`src/rtl/vid_text_pixgen.sv`:
```
// Text-mode pixel generator: walks one text row of video RAM per scanline,
// turns character codes into font ROM addresses and serializes glyph rows.
module vid_text_pixgen #(
    parameter int COLS    = 64,
    parameter int ROWS    = 16,
    parameter int LINE_H  = 12,
    parameter int VRAM_AW = 10
) (
    input  logic               clk,
    input  logic               rst_n,
    input  logic               frame_start,
    input  logic               line_start,
    input  logic               wide_mode,
    input  logic               invert,
    output logic [VRAM_AW-1:0] vram_addr,
    input  logic [7:0]         vram_data,
    output logic [10:0]        font_addr,
    output logic               font_ce,
    input  logic [7:0]         font_data,
    output logic               pix,
    output logic               pix_valid,
    output logic               line_done
);
    localparam int CW   = $clog2(COLS);
    localparam int RW   = VRAM_AW - CW;
    localparam int SW   = (LINE_H > 8) ? $clog2(LINE_H) : 3;
    // cnt is 0 in the cycle after line_start; pixels occupy cnt 5..LAST
    localparam int LAST = COLS * 8 + 4;
    localparam int NW   = $clog2(LAST + 2);

    typedef enum logic [1:0] {IDLE, FETCH, DRAIN} state_t;

    state_t            state_q, state_d;
    logic [NW-1:0]     cnt_q, cnt_d;
    logic [CW-1:0]     col_q, col_d;
    logic [RW-1:0]     row_q, row_d;
    logic [SW-1:0]     scan_q, scan_d;
    logic              wide_q, wide_d, inv_q, inv_d;
    logic [4:0]        vld_pipe_q, vld_pipe_d;
    logic [7:0]        sh_q, sh_d;
    logic [VRAM_AW-1:0] vaddr_q, vaddr_d;
    logic [10:0]       faddr_q, faddr_d;
    logic              fce_q, fce_d, pix_q, pix_d, pv_q, pv_d, done_q, done_d;
    logic [7:0]        glyph;
    logic              slot_end;

    always_ff @(posedge clk or negedge rst_n) begin
        if (!rst_n) begin
            state_q    <= IDLE;
            cnt_q      <= '0;
            col_q      <= '0;
            row_q      <= '0;
            scan_q     <= '0;
            wide_q     <= 1'b0;
            inv_q      <= 1'b0;
            vld_pipe_q <= '0;
            sh_q       <= '0;
            vaddr_q    <= '0;
            faddr_q    <= '0;
            fce_q      <= 1'b0;
            pix_q      <= 1'b0;
            pv_q       <= 1'b0;
            done_q     <= 1'b0;
        end else begin
            state_q    <= state_d;
            cnt_q      <= cnt_d;
            col_q      <= col_d;
            row_q      <= row_d;
            scan_q     <= scan_d;
            wide_q     <= wide_d;
            inv_q      <= inv_d;
            vld_pipe_q <= vld_pipe_d;
            sh_q       <= sh_d;
            vaddr_q    <= vaddr_d;
            faddr_q    <= faddr_d;
            fce_q      <= fce_d;
            pix_q      <= pix_d;
            pv_q       <= pv_d;
            done_q     <= done_d;
        end
    end

    always_comb begin
        state_d    = state_q;
        cnt_d      = cnt_q;
        col_d      = col_q;
        row_d      = row_q;
        scan_d     = scan_q;
        wide_d     = wide_q;
        inv_d      = inv_q;
        vld_pipe_d = {vld_pipe_q[3:0], 1'b0};
        sh_d       = sh_q;
        vaddr_d    = vaddr_q;
        faddr_d    = faddr_q;
        fce_d      = 1'b0;
        pix_d      = pix_q;
        glyph      = 8'h00;
        slot_end   = wide_q ? (cnt_q[3:0] == 4'hF) : (cnt_q[2:0] == 3'h7);
        done_d     = (state_q == DRAIN) && (cnt_q == NW'(LAST)) && !line_start;

        if (frame_start) begin
            row_d  = '0;
            scan_d = '0;
        end else if (done_d) begin
            if (scan_q == SW'(LINE_H - 1)) begin
                scan_d = '0;
                row_d  = (row_q == RW'(ROWS - 1)) ? '0 : row_q + 1'b1;
            end else begin
                scan_d = scan_q + 1'b1;
            end
        end

        if (state_q != IDLE) cnt_d = cnt_q + 1'b1;

        case (state_q)
            FETCH: if (slot_end) begin
                col_d         = col_q + (wide_q ? CW'(2) : CW'(1));
                vaddr_d       = {row_d, col_d};
                vld_pipe_d[0] = 1'b1;
                if (col_d == (wide_q ? CW'(COLS - 2) : CW'(COLS - 1))) state_d = DRAIN;
            end
            DRAIN: if (cnt_q == NW'(LAST)) state_d = IDLE;
            default: ;
        endcase

        // vram_data belongs to the address issued one cycle earlier
        if (vld_pipe_q[1]) begin
            faddr_d = {vram_data, scan_d[2:0]};
            fce_d   = 1'b1;
        end

        pv_d = (state_q != IDLE) && (cnt_q >= NW'(4)) && (cnt_q < NW'(LAST));
        if (vld_pipe_q[4]) begin
            glyph = (int'(scan_d) >= 8) ? 8'h00 : font_data;
            sh_d  = glyph;
            pix_d = glyph[7] ^ inv_q;
        end else if (!wide_q || !cnt_q[0]) begin
            sh_d  = {sh_q[6:0], 1'b0};
            pix_d = sh_q[6] ^ inv_q;
        end
        if (!pv_d) pix_d = 1'b0;

        // a new line always wins, flushing whatever is in flight
        if (line_start) begin
            state_d    = FETCH;
            cnt_d      = '0;
            col_d      = '0;
            wide_d     = wide_mode;
            inv_d      = invert;
            vaddr_d    = {row_d, CW'(0)};
            vld_pipe_d = 5'b00001;
            fce_d      = 1'b0;
            pv_d       = 1'b0;
            pix_d      = 1'b0;
        end
    end

    assign vram_addr = vaddr_q;
    assign font_addr = faddr_q;
    assign font_ce   = fce_q;
    assign pix       = pix_q;
    assign pix_valid = pv_q;
    assign line_done = done_q;
endmodule
```
`config.mk`:
```
export PLATFORM = sky130hd
export DESIGN_NAME = vid_text_pixgen
export DESIGN_NICKNAME = d
export VERILOG_FILES = /design/src/rtl/vid_text_pixgen.sv
export SDC_FILE = /design/constraint.sdc
export NUM_CORES = 1
export LEC_CHECK = 0
export ABC_AREA = 1
export CAP_MARGIN = 30
export CORE_MARGIN = 2
export CORE_UTILIZATION = 53
export CTS_CLUSTER_SIZE = 12
export DETAILED_ROUTE_END_ITERATION = 8
export PLACE_DENSITY_LB_ADDON = 0.12
export SLEW_MARGIN = 30
export SYNTH_ARGS = -nofsm -noshare
export SYNTH_HDL_FRONTEND = slang
export SYNTH_SLANG_ARGS = --single-unit
```
`constraint.sdc`:
```
create_clock -name clk -period 2.45 [get_ports clk]
set_input_delay 0.735 -clock clk [delete_from_list [all_inputs] [get_ports clk]]
set_output_delay 0.735 -clock clk [all_outputs]
set_load 0.005 [all_outputs]
```
==> impl_metrics.ini, run 1 <==
[synth]
ys_seq_area_share_pct = 50.7
syn_area_um2 = 2860
synthDistinctLibCells = 33
avgSynthCellArea_um2 = 8.31
yosys_warnings = 0
synth_nets = 374
syn-instance-count = 344
ys_seq_elements = 58

[setup_path]
r2r_end = state_q[0]
reg2reg_depth = 12
endpoint = state_q[0]
cp_slowest_cell = fa_1
r2r_start = wide_q
r2r_slack_ns = 0.31
slowest_delay_ns = 0.50
cp_num_cells = 12
path_max_fanout = 4
cp_top_family = adder cells
crit_arrival_ns = 2.35
cpMostUsedCell = nand2_1
crit_chain = inv_1 > ha_1 > fa_1 > o21ai_0 > a21oi_1 > nand3_1 > nor2_1 > nand2_1 > nand2_1 > nand3_1 > nand2_1 > nand2_1
crit_buf_inv = 1
path_class = flip-flop to flip-flop
critPathLaunchType = flip-flop
critPathCaptureType = flip-flop
cp.required_ns = 2.67
critPathLaunch = wide_q

[clock_tree]
post-cts-setup-buffer-count = 0
cts.hold.buffers_added = 0
cts.sink_count = 58
htree_levels = 3
post_cts_resized = 0
numCtsBuffers = 9
clk_latency_ns = 0.33
cts-root-buf = clkbuf_8
cts_tree = done
clockBufferDepth = 2
path_clk_slew_ns = 0.06

[detailed_routing]
vias = 2336
drc = 0
ant_nets = 0
drt_first_pass_iters = 4
drtIter0Drc = 90
viasPerCell = 4.94
routed_wl_um = 5830
post_drt_wl_per_cell_um = 12.3

[power]
comb_power_share_pct = 15.4
p_leak_nw = 1.79
internal-power_mw = 1.64
switchingPower_mw = 0.585
clockPowerShare_pct = 36.0
power.density_nw_per_um2 = 619
seqPwrFrac_pct = 48.7
p_total_mw = 2.22
switching_share_pct = 26.3
max-vdd-ir-drop_mv = 0.430

[global_route]
antenna_found_initial = 0
grt.total_usage_pct = 21.4
first_global_vias = 2225
gr-total-overflow = 0
grt_pass1_wl_um = 10000
grt_max_degree = 59

[placement]
place_inst = 457
place_congestion = 0.822
portBuffers = 46
dpl.hpwl_um = 4240

[floorplan]
core_area_um2 = 5170
io_pins = 47
die_area_um2 = 6000
die_h_um = 77.5
fp-row-count = 26
start_util_pct = 55.3
fp.dieW_um = 77.5

[timing]
setup_viol = 0
fin_crit_sh_pct = 87.3
fmax_ghz = 0.468
fin_crit_ns = 2.14
hold_violations = 0
rsz0062_at_grt = no
finClkSkew_ns = 0.00591
setup-tns-final_ns = 0
worst_pin_slew_ns = 0.456
maxSlewViolCount = 0
relSlewSlack_pct = 69.6

[cells_and_area]
drive_above_1_share_pct = 10.9
final_cells = 473
nets = 428
nFillCells = 437
syn_to_final_growth_pct = 25.6
antennaDiodeCount = 0

[hold_path]
hp-class = primary input to asynchronous set/reset pin

[run_status]
status = complete, no violations

[run]
drv_cap = 0
-- cells in the final DEF, fill, tap and decap left out, types with 7 or more instances in the layout --
master and count:
inv_1 44, clkdlybuf4s50_1 45, o21ai_0 15, clkbuf_8 12
dfrtp_1 58, ha_1 7, nand2_1 79, o21ai_1 8
nor2_1 34, nand3_1 31, a21oi_1 18, nor2_2 7
-- registers in the layout, summed over array words and instances (netlist names), 2 cells and up --
name        count
font_addr      11
cnt_q          10
sh_q            7
col_q           5
vld_pipe_q      5
vram_addr       5
row_q           4
scan_q          4
state_q         2
-- metrics by stage --
stage | cell area, um^2 | worst slack (ns) | utilization [%] | hold WS, ns
floorplan | 2860 | 0.482 | - | 0.434
global placement | 3410 | 0.281 | 65.9 | 0.437
detailed placement | 3410 | 0.235 | 65.9 | 0.447
CTS | 3590 | 0.334 | 69.5 | 0.405
global route | 3590 | 0.143 | 69.5 | 0.416
finish | 3590 | 0.312 | 69.5 | 0.377
-- worst register-to-register path: stages, from the launching register on --
cell and delay (ns):
dfrtp_1 0.42, inv_1 0.09, ha_1 0.22, fa_1 0.50
o21ai_0 0.09, a21oi_1 0.14, nand3_1 0.08, nor2_1 0.09
nand2_1 0.08, nand2_1 0.09, nand3_1 0.09, nand2_1 0.08
nand2_1 0.05
-- synth_stat cells --
cell type / count / share of area [%]
nand2_2: 3 / 0.66
a31oi_1: 1 / 0.22
o22ai_1: 1 / 0.22
nand3_2: 3 / 1.0
nand2_1: 79 / 10
inv_8: 1 / 0.39
o21ai_2: 1 / 0.31
nand3_1: 31 / 5.4
nor2_2: 7 / 1.5
nor3_2: 1 / 0.35
dfrtp_1: 58 / 51
ha_1: 7 / 3.1
buf_2: 1 / 0.17
xor2_1: 4 / 1.2
o21ai_0: 15 / 2.6
a21oi_2: 1 / 0.31
nor3_4: 1 / 0.57
a21oi_1: 18 / 3.1
inv_2: 4 / 0.52
nor2_1: 34 / 4.5
nor2_4: 2 / 0.79
nand3_4: 1 / 0.61
o21ai_1: 8 / 1.4
clkinv_1: 1 / 0.13
o211ai_1: 2 / 0.52
or2_1: 1 / 0.22
inv_1: 44 / 5.8
nand4_1: 2 / 0.44
fa_1: 1 / 0.70
nor3_1: 4 / 0.70
clkbuf_1: 5 / 0.66
buf_6: 1 / 0.39
a22o_1: 1 / 0.31
-- cell families (layout without fill, tap and decap cells) --
logic type	after synthesis	after routing	share of synthesized area (%)
AND/OR/NAND/NOR	169	169	27.2
flip-flops	58	58	50.7
buffers and inverters	57	116	8.05
adder cells (fa/ha/maj)	8	8	3.76
XOR/XNOR	4	4	1.22
AO/OA/AOI/OAI	48	48	9.06
-- per-layer routing --
metal	part of all wire, %	global-route usage (%)	up-vias
met2	50	35.5	36
met3	4.2	7.21	6
met1	44	27.1	1090
li1	-	-	1204
met5	0	0	-
met4	0.99	5.36	0
-- power groups by stage --
stage                     clock [mW]  sequential (mW)  combinational, mW
after floorplan                    0             1.09              0.190
after global placement             0             1.10              0.333
after detailed placement           0             1.10              0.342
after CTS                      0.821             1.08              0.346
after global routing           0.867             1.09              0.387
final                          0.800             1.08              0.342
-- cell type report --
class,count,area [um^2],area share (%)
Clock buffer,14,173,4.81
Clock inverter,2,10.0,0.279
Inverter,50,195,5.43
Multi-Input combinational cell,229,1180,32.8
Sequential cell,58,1450,40.4
Tap cell,70,87.6,2.44
Timing Repair Buffer,50,498,13.9
-- worst min path at each step --
stage	slack, ns	startpoint	end	cells after the start
6_report	0.38	rst_n	vram_addr[6]	2
5_1_grt	0.42	rst_n	row_q[0]	2
4_1_cts	0.40	rst_n	vram_addr[6]	2
3_5_place_dp	0.45	vld_pipe_q[3]	vld_pipe_q[4]	2
3_3_place_gp	0.44	vld_pipe_q[3]	vld_pipe_q[4]	2
2_1_floorplan	0.43	vld_pipe_q[0]	vld_pipe_q[1]	2
(Power assumes the default switching activity.)
==> run 2, diff against run 1 <==
- SLEW_MARGIN: 30 -> 20
==> results of run 2 <==
No change in the layout: final DEF, timing and power equal those of run 1.
==> run 3, diff against run 2 <==
- CORE_ASPECT_RATIO: unset -> 0.9
- CORE_UTILIZATION: 53 -> 55
- CTS_BUF_LIST: unset -> sky130_fd_sc_hd__clkbuf_4
- GPL_TIMING_DRIVEN: unset -> 0
==> impl_metrics.ini, run 3 (synthesized netlist as in run 1, its figures left out) <==
[clock_tree]
post_cts_resized = 0
post-cts-setup-buffer-count = 0
cts.sink_count = 58
cts_tree = done
clk_latency_ns = 0.42
htree_levels = 3
clockBufferDepth = 2
cts-root-buf = clkbuf_4
cts.hold.buffers_added = 0
numCtsBuffers = 9
path_clk_slew_ns = 0.09

[setup_path]
path_max_fanout = 6
cpMostUsedCell = nand2_1
critPathLaunchType = flip-flop
cp_slowest_cell = dfrtp_1
slowest_delay_ns = 0.43
path_class = flip-flop to flip-flop
reg2reg_depth = 12
crit_arrival_ns = 2.50
critPathCaptureType = flip-flop
crit_chain = inv_1 > ha_1 > fa_1 > nand3_1 > xor2_1 > nand3_1 > nor2_1 > nand2_1 > nand2_1 > nand3_1 > nand2_1 > nand2_1
cp.required_ns = 2.73
r2r_slack_ns = 0.23

[run]
drv_cap = 0

[global_route]
grt.total_usage_pct = 22.8
gr-total-overflow = 0
grt_max_degree = 59
grt_pass1_wl_um = 9960
antenna_found_initial = 0
first_global_vias = 2269

[cells_and_area]
syn_to_final_growth_pct = 23.0
largest_reg_flops = 11
drive_above_1_share_pct = 9.88
fin_util_pct = 71.4
mostFrequentLayoutCells = nand2_1 (79), dfrtp_1 (58), inv_1 (44), clkdlybuf4s50_1 (44), nor2_1 (34)
antennaDiodeCount = 0
nets = 430
layout_commonest_cell = nand2_1
final_cells = 470

[timing]
fmax_ghz = 0.450
rsz0062_at_grt = no
fin_crit_sh_pct = 90.7
setup_viol = 0
fin_crit_ns = 2.22
maxSlewViolCount = 0
setup_slack_ns = 0.229
worst_pin_slew_ns = 0.735
finClkSkew_ns = 0.0211
setup-tns-final_ns = 0
relSlewSlack_pct = 51.0
hold_violations = 0

[floorplan]
io_pins = 47
fp-row-count = 24
start_util_pct = 58.1
die_area_um2 = 5790
die_h_um = 72.4
fp.dieW_um = 80.0
core_area_um2 = 4920

[detailed_routing]
drt_first_pass_iters = 4
viasPerCell = 5.02
post_drt_wl_per_cell_um = 12.5
vias = 2358
routed_wl_um = 5880
drtIter0Drc = 101
ant_nets = 0
drc = 0

[hold_path]
hp-class = primary input to asynchronous set/reset pin

[placement]
place_ws_ns = 0.288
dpl.hpwl_um = 4190
portBuffers = 45
place_congestion = 0.871
place_inst = 454

[power]
p_total_mw = 2.07
p_leak_nw = 1.75
power.density_nw_per_um2 = 589
max-vdd-ir-drop_mv = 0.431

[run_status]
status = complete, no violations
run 3: cell types whose count changed in the layout (fill, tap and decap cells not counted), sizes merged:
cell	change
buf	-2
clkbuf	+2
clkinv	+2
bufinv	+1
clkdlybuf4s50	-1
run 3: worst max-delay path: cells and delay by family (launching register included):
family | cells | cell delay (ns)
XOR/XNOR | 1 | 0.21
adder cells (fa/ha/maj) | 2 | 0.66
buffers and inverters | 1 | 0.16
flip-flops | 1 | 0.43
AND/OR/NAND/NOR | 8 | 0.64
run 3: through the flow:
stage          hold WS [ns]  instance area [um^2]
6_report              0.353                  3520
5_1_grt               0.426                  3520
4_1_cts               0.390                  3520
3_5_place_dp          0.459                  3390
3_3_place_gp          0.436                  3390
2_1_floorplan         0.434                  2860
run 3: area by class of cell:
type	instances	area (um^2)
Inverter	50	195
Multi-Input combinational cell	229	1180
Sequential cell	58	1450
Tap cell	65	81.3
Timing Repair Buffer	45	448
Clock inverter	5	45.0
Clock buffer	11	82.6
Fill cell	407	1410
Buffer	7	35.0
run 3: worst paths after layout:
kind                               from           end
max in group asynchronous         rst_n       sh_q[5]
min in group clk           font_addr[8]  font_addr[8]
hold / removal                    rst_n      row_q[0]
hold reg to reg            font_addr[8]  font_addr[8]
setup reg to reg                 wide_q    state_q[0]
setup / recovery                 wide_q    state_q[0]
run 3: routing by layer:
layer | GRT usage, % | routed length, um | up-vias
li1 | - | - | 1214
met1 | 28.2 | 2720 | 1099
met2 | 36.5 | 2840 | 34
met3 | 7.84 | 198 | 11
met4 | 9.79 | 124 | 0
met5 | 0 | 0 | -
run 3: where the power goes:
| group | switching [mW] | total (mW) | internal (mW) |
|---|---|---|---|
| combinational | 0.184 | 0.341 | 0.157 |
| sequential | 0.0462 | 1.07 | 1.03 |
| clock | 0.333 | 0.655 | 0.321 |
